<file path="config.mk">
export PLATFORM = sky130hd
export DESIGN_NAME = sram_access_dp
export DESIGN_NICKNAME = d
export VERILOG_FILES = /design/src/rtl/sram_access_dp_pkg.sv /design/src/rtl/sram_wait_counter.sv /design/src/rtl/sram_access_dp.sv
export SDC_FILE = /design/constraint.sdc
export NUM_CORES = 1
export LEC_CHECK = 0
export CAP_MARGIN = 20
export CORE_UTILIZATION = 40
export DETAILED_ROUTE_END_ITERATION = 10
export PLACE_DENSITY = 0.75
export SLEW_MARGIN = 20
export SYNTH_ARGS = -nofsm -noshare
export SYNTH_HDL_FRONTEND = slang
export SYNTH_SLANG_ARGS = --single-unit
</file>
<file path="constraint.sdc">
create_clock -name abus_clk -period 1.7 [get_ports abus_clk]
set_input_delay 0.34 -clock abus_clk [delete_from_list [all_inputs] [get_ports abus_clk]]
set_output_delay 0.34 -clock abus_clk [all_outputs]
set_load 0.02 [all_outputs]
</file>
<file path="src/rtl/sram_access_dp_pkg.sv">
// Shared SRAM access encoding: state constants seen by the access FSM and its datapath.
package sram_access_dp_pkg;

  localparam int unsigned StateWidth = 2;

  // 2'b11 is unused by the FSM and behaves like S_IDLE without capturing.
  typedef enum logic [StateWidth-1:0] {
    S_IDLE   = 2'b00,
    S_WAIT   = 2'b01,
    S_SAMPLE = 2'b10,
    S_RSVD   = 2'b11
  } sram_state_e;

endpackage

</file>
<file path="src/rtl/sram_wait_counter.sv">
// Wait-state down-counter; reloads on init, counts down in S_WAIT and saturates at zero.
module sram_wait_counter #(
  parameter int unsigned CNT_WIDTH   = 4,
  parameter int unsigned WAIT_STATES = 0
) (
  input  logic clk_i,
  input  logic rst_ni,
  input  logic init_i,
  input  logic dec_i,
  output logic eq0_o
);

  logic [CNT_WIDTH-1:0] count_q, count_d;

  always_comb begin
    count_d = count_q;
    if (init_i) begin
      count_d = CNT_WIDTH'(WAIT_STATES);
    end else if (dec_i && (count_q != '0)) begin
      count_d = count_q - CNT_WIDTH'(1);
    end
  end

  always_ff @(posedge clk_i or negedge rst_ni) begin
    if (!rst_ni) begin
      count_q <= '0;
    end else begin
      count_q <= count_d;
    end
  end

  assign eq0_o = (count_q == '0);

endmodule

</file>
<file path="src/rtl/sram_access_dp.sv">
// Datapath for the abus-slave SRAM access FSM: request capture, macro pin drive,
// abort tracking and a two-stage response pipeline producing a one-cycle ready pulse.
module sram_access_dp
  import sram_access_dp_pkg::*;
#(
  parameter int unsigned ADDR_WIDTH  = 10,
  parameter int unsigned DATA_WIDTH  = 32,
  parameter int unsigned WAIT_STATES = 0,
  parameter int unsigned CNT_WIDTH   = 4
) (
  input  logic                    abus_clk,
  input  logic                    abus_rstb,
  input  logic                    abus_swrite,
  input  logic                    abus_sread,
  input  logic                    abus_sabort,
  input  logic [ADDR_WIDTH-1:0]   abus_saddr,
  input  logic [DATA_WIDTH-1:0]   abus_swdata,
  input  logic [DATA_WIDTH/8-1:0] abus_swstrb,
  input  logic [StateWidth-1:0]   current_state,
  input  logic                    counter_init,
  output logic                    counter_eq0,
  output logic [DATA_WIDTH-1:0]   abus_srdata,
  output logic                    abus_sready,
  output logic                    sram_cs,
  output logic                    sram_we,
  output logic [ADDR_WIDTH-1:0]   sram_addr,
  output logic [DATA_WIDTH-1:0]   sram_wdata,
  output logic [DATA_WIDTH/8-1:0] sram_wmask,
  input  logic [DATA_WIDTH-1:0]   sram_rdata
);

  localparam int unsigned StrbWidth = DATA_WIDTH / 8;

  sram_state_e state;
  logic        in_idle, in_wait, in_sample;
  logic        capture, access;

  logic [ADDR_WIDTH-1:0] addr_q;
  logic [DATA_WIDTH-1:0] wdata_q;
  logic [StrbWidth-1:0]  strb_q;
  logic                  is_write_q;
  logic                  abort_q, abort_d;
  logic                  p1_valid_q, p1_write_q, p2_valid_q;
  logic [DATA_WIDTH-1:0] srdata_q;

  assign state     = sram_state_e'(current_state);
  assign in_idle   = (state == S_IDLE);
  assign in_wait   = (state == S_WAIT);
  assign in_sample = (state == S_SAMPLE);
  assign capture   = in_idle & (abus_swrite | abus_sread);

  // Reset gates the macro select so an in-flight sample is dropped immediately.
  assign access = in_sample & ~(abort_q | abus_sabort) & abus_rstb;

  sram_wait_counter #(
    .CNT_WIDTH   (CNT_WIDTH),
    .WAIT_STATES (WAIT_STATES)
  ) u_wait_counter (
    .clk_i  (abus_clk),
    .rst_ni (abus_rstb),
    .init_i (counter_init),
    .dec_i  (in_wait),
    .eq0_o  (counter_eq0)
  );

  always_comb begin
    abort_d = abort_q;
    if (capture) begin
      abort_d = abus_sabort;
    end else if ((in_wait || in_sample) && abus_sabort) begin
      abort_d = 1'b1;
    end
  end

  always_ff @(posedge abus_clk or negedge abus_rstb) begin
    if (!abus_rstb) begin
      addr_q     <= '0;
      wdata_q    <= '0;
      strb_q     <= '0;
      is_write_q <= 1'b0;
      abort_q    <= 1'b0;
      p1_valid_q <= 1'b0;
      p1_write_q <= 1'b0;
      p2_valid_q <= 1'b0;
      srdata_q   <= '0;
    end else begin
      if (capture) begin
        addr_q     <= abus_saddr;
        wdata_q    <= abus_swdata;
        strb_q     <= abus_swstrb;
        is_write_q <= abus_swrite;
      end
      abort_q    <= abort_d;
      p1_valid_q <= access;
      p1_write_q <= is_write_q;
      p2_valid_q <= p1_valid_q;
      // Macro read data is valid the cycle after cs, i.e. while p1 holds the read.
      if (p1_valid_q && !p1_write_q) begin
        srdata_q <= sram_rdata;
      end
    end
  end

  assign sram_cs     = access;
  assign sram_we     = access & is_write_q;
  assign sram_addr   = addr_q;
  assign sram_wdata  = wdata_q;
  assign sram_wmask  = is_write_q ? strb_q : '0;
  assign abus_sready = p2_valid_q;
  assign abus_srdata = srdata_q;

endmodule

</file>
# ---- Yosys cells after proc, flatten, opt, wreduce, memory -nomap -nowiden
# Index checks and enable logic that the tools add are counted.
dict set report word_totals {
  register_bits 87
  elab_cells 35
  out_inout_bits 82
  input_bits 86
}
dict set report classes {
  reduce_logical 10
  n_mux 5
  bitwise 7
  eq_ne 2
  n_addsub 1
}
# operator count
set op_table {}
lappend op_table {{4-bit two-way mux} 3}
lappend op_table {{1-bit AND} 4}
lappend op_table {{4-bit zero test} 1}
lappend op_table {{2-bit nonzero test} 2}
lappend op_table {{4-bit nonzero test} 1}
lappend op_table {{4-bit by 1-bit subtractor with 4-bit output, second input constant} 1}
lappend op_table {{1-bit logical AND} 3}
lappend op_table {{2-bit by 1-bit == test with 1-bit output, second input constant} 1}
lappend op_table {{2-bit == test, second input constant} 1}
lappend op_table {{2-bit zero test} 1}
lappend op_table {{1-bit two-way mux} 2}
lappend op_table {{1-bit bitwise OR} 2}
lappend op_table {{1-bit zero test} 1}
lappend op_table {{1-bit logical OR} 1}
lappend op_table {{1-bit inverter} 1}

# ---- Logic depth before layout (Yosys ltp)
# Gate-level depths: netlist of run 1.
dict set report depth {
  ltp_word 5
  mapped_depth 7
  depth_no_buf 5
}

# ---- Cells and area by module
# A second synthesis of run 1 with hierarchy kept.
dict set report unflattened {
  cells_unflattened 213
  area_unflattened_um2 3520.9
}
# mod cells_each area_per_inst_um2 n_inst seq_area_each_um2
set modules_own_cells {}
lappend modules_own_cells {sram_access_dp 189 3273.1 1 2077.0}
lappend modules_own_cells {sram_wait_counter 24 247.7 1 100.1}

# ---- Worst setup path before layout of run 1
# Ideal clock, no wire load.
dict set report synth_path {
  path_kind {input to output}
  from {input current_state[0]}
  to {output sram_we}
  path_buffers 0
  slack_ns -0.271
  t_required_ns 1.360
  arrival_time_ns 1.631
  stages 4
  cell_sequence {inv_1 -> ha_1 -> nor4bb_1 -> and2_1}
}
dict set report synth_via {
  elab_chain_len 4
}
# item line_no
set synth_lines {}
lappend synth_lines {{start, declared} sram_access_dp.sv:19} ;# input logic [StateWidth-1:0] current_state,
lappend synth_lines {{2-bit == test} sram_access_dp.sv:49} ;# assign in_sample = (state == S_SAMPLE);
lappend synth_lines {{1-bit AND (2 in a row)} sram_access_dp.sv:53} ;# assign access = in_sample & ~(abort_q | abus_sabort) & abus_rstb;
lappend synth_lines {{named net sram_cs} sram_access_dp.sv:24} ;# output logic sram_cs,
lappend synth_lines {{1-bit AND} sram_access_dp.sv:105} ;# assign sram_we = access & is_write_q;
lappend synth_lines {{end, declared} sram_access_dp.sv:25} ;# output logic sram_we,
# The timed path passes the listed nets, and every way through them passes these cells.

# ---- Final worst setup path of run 1
dict set report layout_path {
  from {register abort_q}
  to {output sram_we}
}
dict set report layout_via {
  elab_chain_len 5
}
# item line_no
set layout_lines {}
lappend layout_lines {{start, declared} sram_access_dp.sv:42} ;# logic abort_q, abort_d;
lappend layout_lines {{start signal, assigned} sram_access_dp.sv:93} ;# abort_q <= abort_d;
lappend layout_lines {{1-bit bitwise OR} sram_access_dp.sv:53}
lappend layout_lines {{1-bit inverter} sram_access_dp.sv:53}
lappend layout_lines {{1-bit AND (2 in a row)} sram_access_dp.sv:53}
lappend layout_lines {{1-bit AND} sram_access_dp.sv:105}
# No other way between the ends.

==> metrics.cfg, run 1 <==
[power]
intPower_w = 0.004370
p_seq_share_pct = 43.4
ir_drop_v = 0.0005432
p_leak_nw = 2.699
p_per_area_nw_per_um2 = 1101
p_comb_share_pct = 33.6
p_total_w = 0.006212
swShare_pct = 29.66
pwr-share-clk_pct = 23.0
power_switching_w = 0.001843

[clock_tree]
cts.htree.levels = 3
cts_buffers = 9
cts_root_buf = clkbuf_8
tritoncts = done
cts_buffer_depth = 2
path_clk_slew_ns = 0.09
clkLatencyLatePin_ns = 0.35
cts_sinks = 87

[timing]
hold_viol = 0
holdWs_ns = 0.04455
finalSetupViolations = 0
slew_viol_final = 0
relSlewSlack_pct = 57.01
fmax_mhz = 597.4
worst_pin_slew_ns = 0.6448
grt_setup_unrepaired = yes
fin_crit_ns = 1.674
tns_ns = 0
layout_setup_ws_ns = 0.02620
skew_ns = 0.008265
period_share_pct = 98.46

[synth]
yosysTopAreaCell = dfrtp_1
synth-seq-cells = 87
mappedNetlistArea_um2 = 3433
synthDistinctLibCells = 22
synth.top_cell.area_share_pct = 63.41
yosysSeqAreaShare_pct = 63.41
syn_nets = 303
syn-instance-count = 212
ys_top_cells_by_area = dfrtp_1, mux2_2, mux2_1
yosys_warnings = 0
syn_avg_cell_area_um2 = 16.19

[cells_and_area]
fillers = 619
drive_gt1_share_pct = 28.82
nNetsFinal = 492
n_antenna_cell = 0
instances_no_fill = 511
synthToLayoutAreaGrowth_pct = 64.32

[place]
io_buffers = 167
gp_congestion = 0.7459
dp_slack_ns = -0.6069
placed_cells = 491
hpwl_um = 5761

[worst_setup_path]
crit_path_max_incr_delay_ns = 0.42
cp_top_family = simple AND/OR/NAND/NOR gates
worstPathMaxFanout = 2
crit_path_start_kind = flop
arrival_ns = 1.33
critPathKind = flop to output port
worst-path-buf-inv = 1
cp_cell_sequence = nor4bb_4 > and2_1 > buf_6
cp_slowest_cell = dfrtp_1
worstPathRequired_ns = 1.36
end_kind = output port

[die]
coreArea_um2 = 8258
fp.dieH_um = 94.65
io_pins = 168
fp.dieW_um = 94.65
fp-row-count = 33
initial_core_util_pct = 41.58
dieArea_um2 = 8958

[worst_hold_path]
hold_path.class = input pin to async pin

[global_routing]
gr-total-overflow = 0
antenna_found_initial = 0
grt_usage_pct = 17.58
grt_pass1_wl_um = 11960
grt_max_degree = 53
grt_pass1_vias = 2560

[outcome]
outcome = finished clean

[route]
drcViolationCount = 0
ant_nets = 0
drtPass1Iterations = 2
post_drt_wl_per_cell_um = 15.36
totalWireLength_um = 7851
drtIter0Drc = 55
via_count = 2380
vias_per_cell = 4.658

[run]
drv_cap = 0

-- cell families (layout without fill, tap and decap cells) --
group,Yosys count,after routing,share of synthesized area [%]
AND/OR/NAND/NOR,23,23,3.936
AO/OA/AOI/OAI,3,3,0.6559
multiplexers,81,81,27.41
flip-flops,87,87,63.41
adder cells (fa/ha/maj),5,5,1.822
buffers and inverters,13,207,2.769
-- registers in the layout, indices dropped and copies added (netlist names) --
register,flops
p1_write_q,1
abus_srdata,32
sram_addr,10
abort_q,1
p1_valid_q,1
is_write_q,1
abus_sready,1
u_wait_counter.count_q,4
sram_wdata,32
strb_q,4
-- metal layers --
metal	global-route usage, %	wire length [µm]	vias to the layer above
met5	0	0	-
met4	6.818	112	0
met3	6.763	825	11
met2	29.74	3873	109
met1	20.00	3040	1146
li1	-	-	1114
-- final timing paths --
check                                           from                         to  slack [ns]  depth (start not counted)
setup / recovery                             abort_q                    sram_we        0.03                          3
setup reg to reg           u_wait_counter.count_q[0]  u_wait_counter.count_q[1]        0.10                          7
hold reg to reg                           p1_valid_q                abus_sready        0.38                          0
min in group abus_clk                     p1_valid_q                abus_sready        0.38                          0
max in group asynchronous                  abus_rstb                 is_write_q        0.59                          3
hold / removal                             abus_rstb             abus_srdata[1]        0.04                          2
-- worst register-to-register path, delay by kind of cell, from the launching register on --
family,cells,cell delay (ns)
simple gates,2,0.32
flops,1,0.37
buf+inv,3,0.31
fa+ha+maj,1,0.16
mux,1,0.34
-- cells in the final DEF, fill, tap and decap left out --
cell type          n
nor2_1             6
a21oi_1            1
ha_2               1
a22o_1             1
nand2b_1           1
buf_12             4
mux2i_1            1
ha_4               1
mux2_4             8
nor4b_2            1
dfrtp_1           86
dlygate4sd2_1      8
clkbuf_1           1
nor4bb_4           1
dlymetal6s2s_1    19
nand2_1            5
ha_1               3
clkbuf_8          10
inv_1              2
or3_1              1
buf_6              3
nor2b_2            1
o21ai_4            1
mux2_2            60
clkdlybuf4s50_1  136
mux2_1            12
clkinvlp_4         3
clkinv_2           1
nor3b_4            1
nor2b_1            1
buf_4             17
dfrtp_2            1
and2_1             5
inv_2              2
bufinv_16          1
-- power groups by stage --
stage          clock (W)  sequential, W  combinational [W]
2_1_floorplan          0        0.00322           0.000458
3_3_place_gp           0        0.00272            0.00211
3_5_place_dp           0        0.00274            0.00214
4_1_cts          0.00148        0.00271            0.00213
5_1_grt          0.00154        0.00275            0.00221
6_report         0.00143        0.00270            0.00209
-- synth_stat cells (all sizes together) --
cell,count
mux2i,1
nor4b,1
inv,4
nor3b,1
dfrtp,87
nor4bb,1
buf,9
o21ai,1
a22o,1
nand2,5
or3,1
ha,5
a21oi,1
mux2,80
and2,5
nor2,6
nor2b,2
nand2b,1
-- final cells by class --
cell class	instances	area (µm²)	area share (%)
inverter	4	15.01	0.2661
tap	105	131.4	2.329
multi-input combinational	112	1207	21.40
clock buffer	11	141.4	2.506
timing repair buffer	187	1911	33.87
sequential	87	2178	38.61
clock inverter	5	57.56	1.020
-- what timing repair did --
action                                  4_1_cts  5_1_grt
hold buffers                                  0        0
endpoints found under the setup margin        8       23
setup buffers                                 3        1
gates resized for setup                      31       21
cloned                                        0        0
pin swaps                                     1        3
-- through the flow --
stage	utilization, %	instance area (µm²)
after floorplan	-	3448
after global placement	64.77	5349
after detailed placement	64.77	5349
after CTS	67.48	5573
after global routing	68.32	5642
final	68.32	5642
Power figures use the tool's default switching activity.
==> run 2, diff against run 1 <==
--- a/config.mk
+++ b/config.mk
@@ -9,7 +9,6 @@
 export CORE_UTILIZATION = 40
 export DETAILED_ROUTE_END_ITERATION = 10
 export PLACE_DENSITY = 0.75
-export SLEW_MARGIN = 20
 export SYNTH_ARGS = -nofsm -noshare
 export SYNTH_HDL_FRONTEND = slang
 export SYNTH_SLANG_ARGS = --single-unit
==> results of run 2 <==
The final DEF is identical to that of run 1; final timing and power are the same.
==> run 3, diff against run 2 <==
--- a/config.mk
+++ b/config.mk
@@ -6,9 +6,11 @@
 export NUM_CORES = 1
 export LEC_CHECK = 0
 export CAP_MARGIN = 20
-export CORE_UTILIZATION = 40
+export CORE_UTILIZATION = 41
 export DETAILED_ROUTE_END_ITERATION = 10
-export PLACE_DENSITY = 0.75
+export PLACE_DENSITY = 0.76
+export SLEW_MARGIN = 5
 export SYNTH_ARGS = -nofsm -noshare
 export SYNTH_HDL_FRONTEND = slang
+export SYNTH_HIERARCHICAL = 1
 export SYNTH_SLANG_ARGS = --single-unit
==> metrics.cfg, run 3 <==
[cells_and_area]
n_antenna_cell = 0
synthToLayoutAreaGrowth_pct = 62.79
drive_gt1_share_pct = 31.77
finalInstanceArea_um2 = 5732
fillers = 609
utilization_pct = 69.41
instances_no_fill = 511
final_common_cell = clkdlybuf4s50_1
nNetsFinal = 492
most-common-layout-cells = clkdlybuf4s50_1, dfrtp_1, mux2_2, mux2_4, dlymetal6s2s_1

[worst_setup_path]
crit_start = abort_q
end_kind = output port
r2r_setup_slack_ns = 0.16
rr_endpoint = u_wait_counter/count_q[0]
arrival_ns = 1.36
worstPathRequired_ns = 1.36
crit_path_start_kind = flop
critPathKind = flop to output port
reg2reg_depth = 6
reg2reg_from = u_wait_counter/count_q[0]
worstPathMaxFanout = 2

[clock_tree]
cts_buffer_depth = 2
path_clk_slew_ns = 0.09
cts_hold_buf = 0
cts_sinks = 87
cts_root_buf = clkbuf_8
cts_buffers = 9
tritoncts = done
clkLatencyLatePin_ns = 0.34
cts.htree.levels = 3

[synth]
synth-seq-cells = 87
synthTopCellsByCount = dfrtp_1, mux2_2, mux2_4
ys_top_cells_by_area = dfrtp_1, mux2_2, mux2_4
syn_nets = 304
yosysMostFrequentCell = dfrtp_1
async_reset_ff_share_pct = 100.0
synth_edf_count = 0
syn_avg_cell_area_um2 = 16.53
yosys_warnings = 6
yosysTopAreaCell = dfrtp_1
synth.top_cell.area_share_pct = 61.83
mappedNetlistArea_um2 = 3521
ys.flop_type = dfrtp_1
synthDistinctLibCells = 26
syn-instance-count = 213
yosysSeqAreaShare_pct = 61.83

[global_routing]
grt_max_degree = 51
grt_pass1_wl_um = 11780
gr-total-overflow = 0
antenna_found_initial = 0
grt_pass1_vias = 2476
grt_usage_pct = 17.14

[die]
fp.dieH_um = 94.67
initial_core_util_pct = 42.64
fp.dieW_um = 94.67
dieArea_um2 = 8962
fp-row-count = 33
coreArea_um2 = 8258
io_pins = 168

[route]
drtIter0Drc = 95
drcViolationCount = 0
ant_nets = 0
vias_per_cell = 4.665
post_drt_wl_per_cell_um = 15.21
drtPass1Iterations = 4
via_count = 2384
totalWireLength_um = 7772

[power]
p_leak_nw = 2.764
p_per_area_nw_per_um2 = 1108
ir_drop_v = 0.0006429

[timing]
layout_setup_ws_ns = -0.0001386
skew_ns = 0.009773
fmax_mhz = 588.2
period_share_pct = 100.0
grt_setup_unrepaired = yes
fin_crit_ns = 1.700
slew_viol_final = 0
relSlewSlack_pct = 58.96
worst_pin_slew_ns = 0.6156
finalSetupViolations = 1
hold_viol = 0

[place]
placed_cells = 493
place_area_um2 = 5429
gp_congestion = 0.7428
io_buffers = 167
hpwl_um = 5784

[outcome]
outcome = finished with violations
violations = negative setup slack

[worst_hold_path]
hold_path.class = input pin to async pin

[run]
drv_cap = 0

## run 3: cell count changes in the layout (fill, tap and decap cells not counted), moves of 2 or more
cell / delta
dlymetal6s2s_1: +4
nand2_1: -2
mux2_1: -10
mux2_4: +21
nor2_1: -2
clkinvlp_4: -2
mux2_2: -11
inv_1: +2
clkdlybuf4s50_1: -3
## run 3: kinds of logic after synthesis
logic type	after synthesis	synth area share [%]
fa+ha+maj	5	1.777
flops	87	61.83
mux	80	28.68
compound gates	6	1.173
buf+inv	15	2.807
simple gates	20	3.731
## run 3: final cells by class
cell class              instances  area, µm²  area share (%)
multi-input cells             111       1277           22.29
clock buffers                  10      127.6           2.227
repair buffers                186       1902           33.18
inverters                       6      22.52          0.3929
well taps                     105      131.4           2.292
clock inverters                 6      92.59           1.615
flip-flops and latches         87       2178           38.00
## run 3: power breakdown
group          total (W)  leakage (nW)  switching (W)  internal (W)
combinational    0.00211          1.58       0.000902       0.00121
clock            0.00156         0.109       0.000722      0.000842
sequential       0.00268          1.08       0.000208       0.00247
## run 3: per-stage QoR
step	setup slack, ns	total power [W]	TNS, ns	hold WS [ns]
2_1_floorplan	0.1544	0.003706	0	0.04441
3_3_place_gp	-0.6262	0.004833	-14.34	0.3900
3_5_place_dp	-0.6711	0.004882	-16.67	0.3841
4_1_cts	-0.04062	0.006468	-0.04062	0.06482
5_1_grt	-0.07369	0.006655	-0.1192	0.09188
6_report	-0.0001386	0.006352	-0.0001386	0.05723
## run 3: timing repair
action,CTS,global route
resized for setup,25,30
buffers inserted,0,2
pin swaps,2,0
endpoints found under the setup margin,7,26
## run 3: worst max path at each step
stage	end	slack (ns)
3_3_place_gp	sram_we	-0.63
2_1_floorplan	u_wait_counter/count_q[0]	0.15
4_1_cts	sram_we	-0.04
6_report	sram_we	-0.0001
5_1_grt	sram_we	-0.07
3_5_place_dp	sram_we	-0.67
## run 3: routing by layer
metal	part of all wire, %	vias to the layer above	global-route usage [%]
li1	-	1114	-
met1	42	1160	21.74
met2	49	102	28.12
met3	7.7	8	5.233
met4	0.95	0	5.303
met5	0	-	0
## run 3: worst max-delay path, cell delays in order, from the launching register on
cell and delay [ns]:
dfrtp_1 0.42, nor4bb_4 0.30, and2_4 0.19, buf_6 0.11
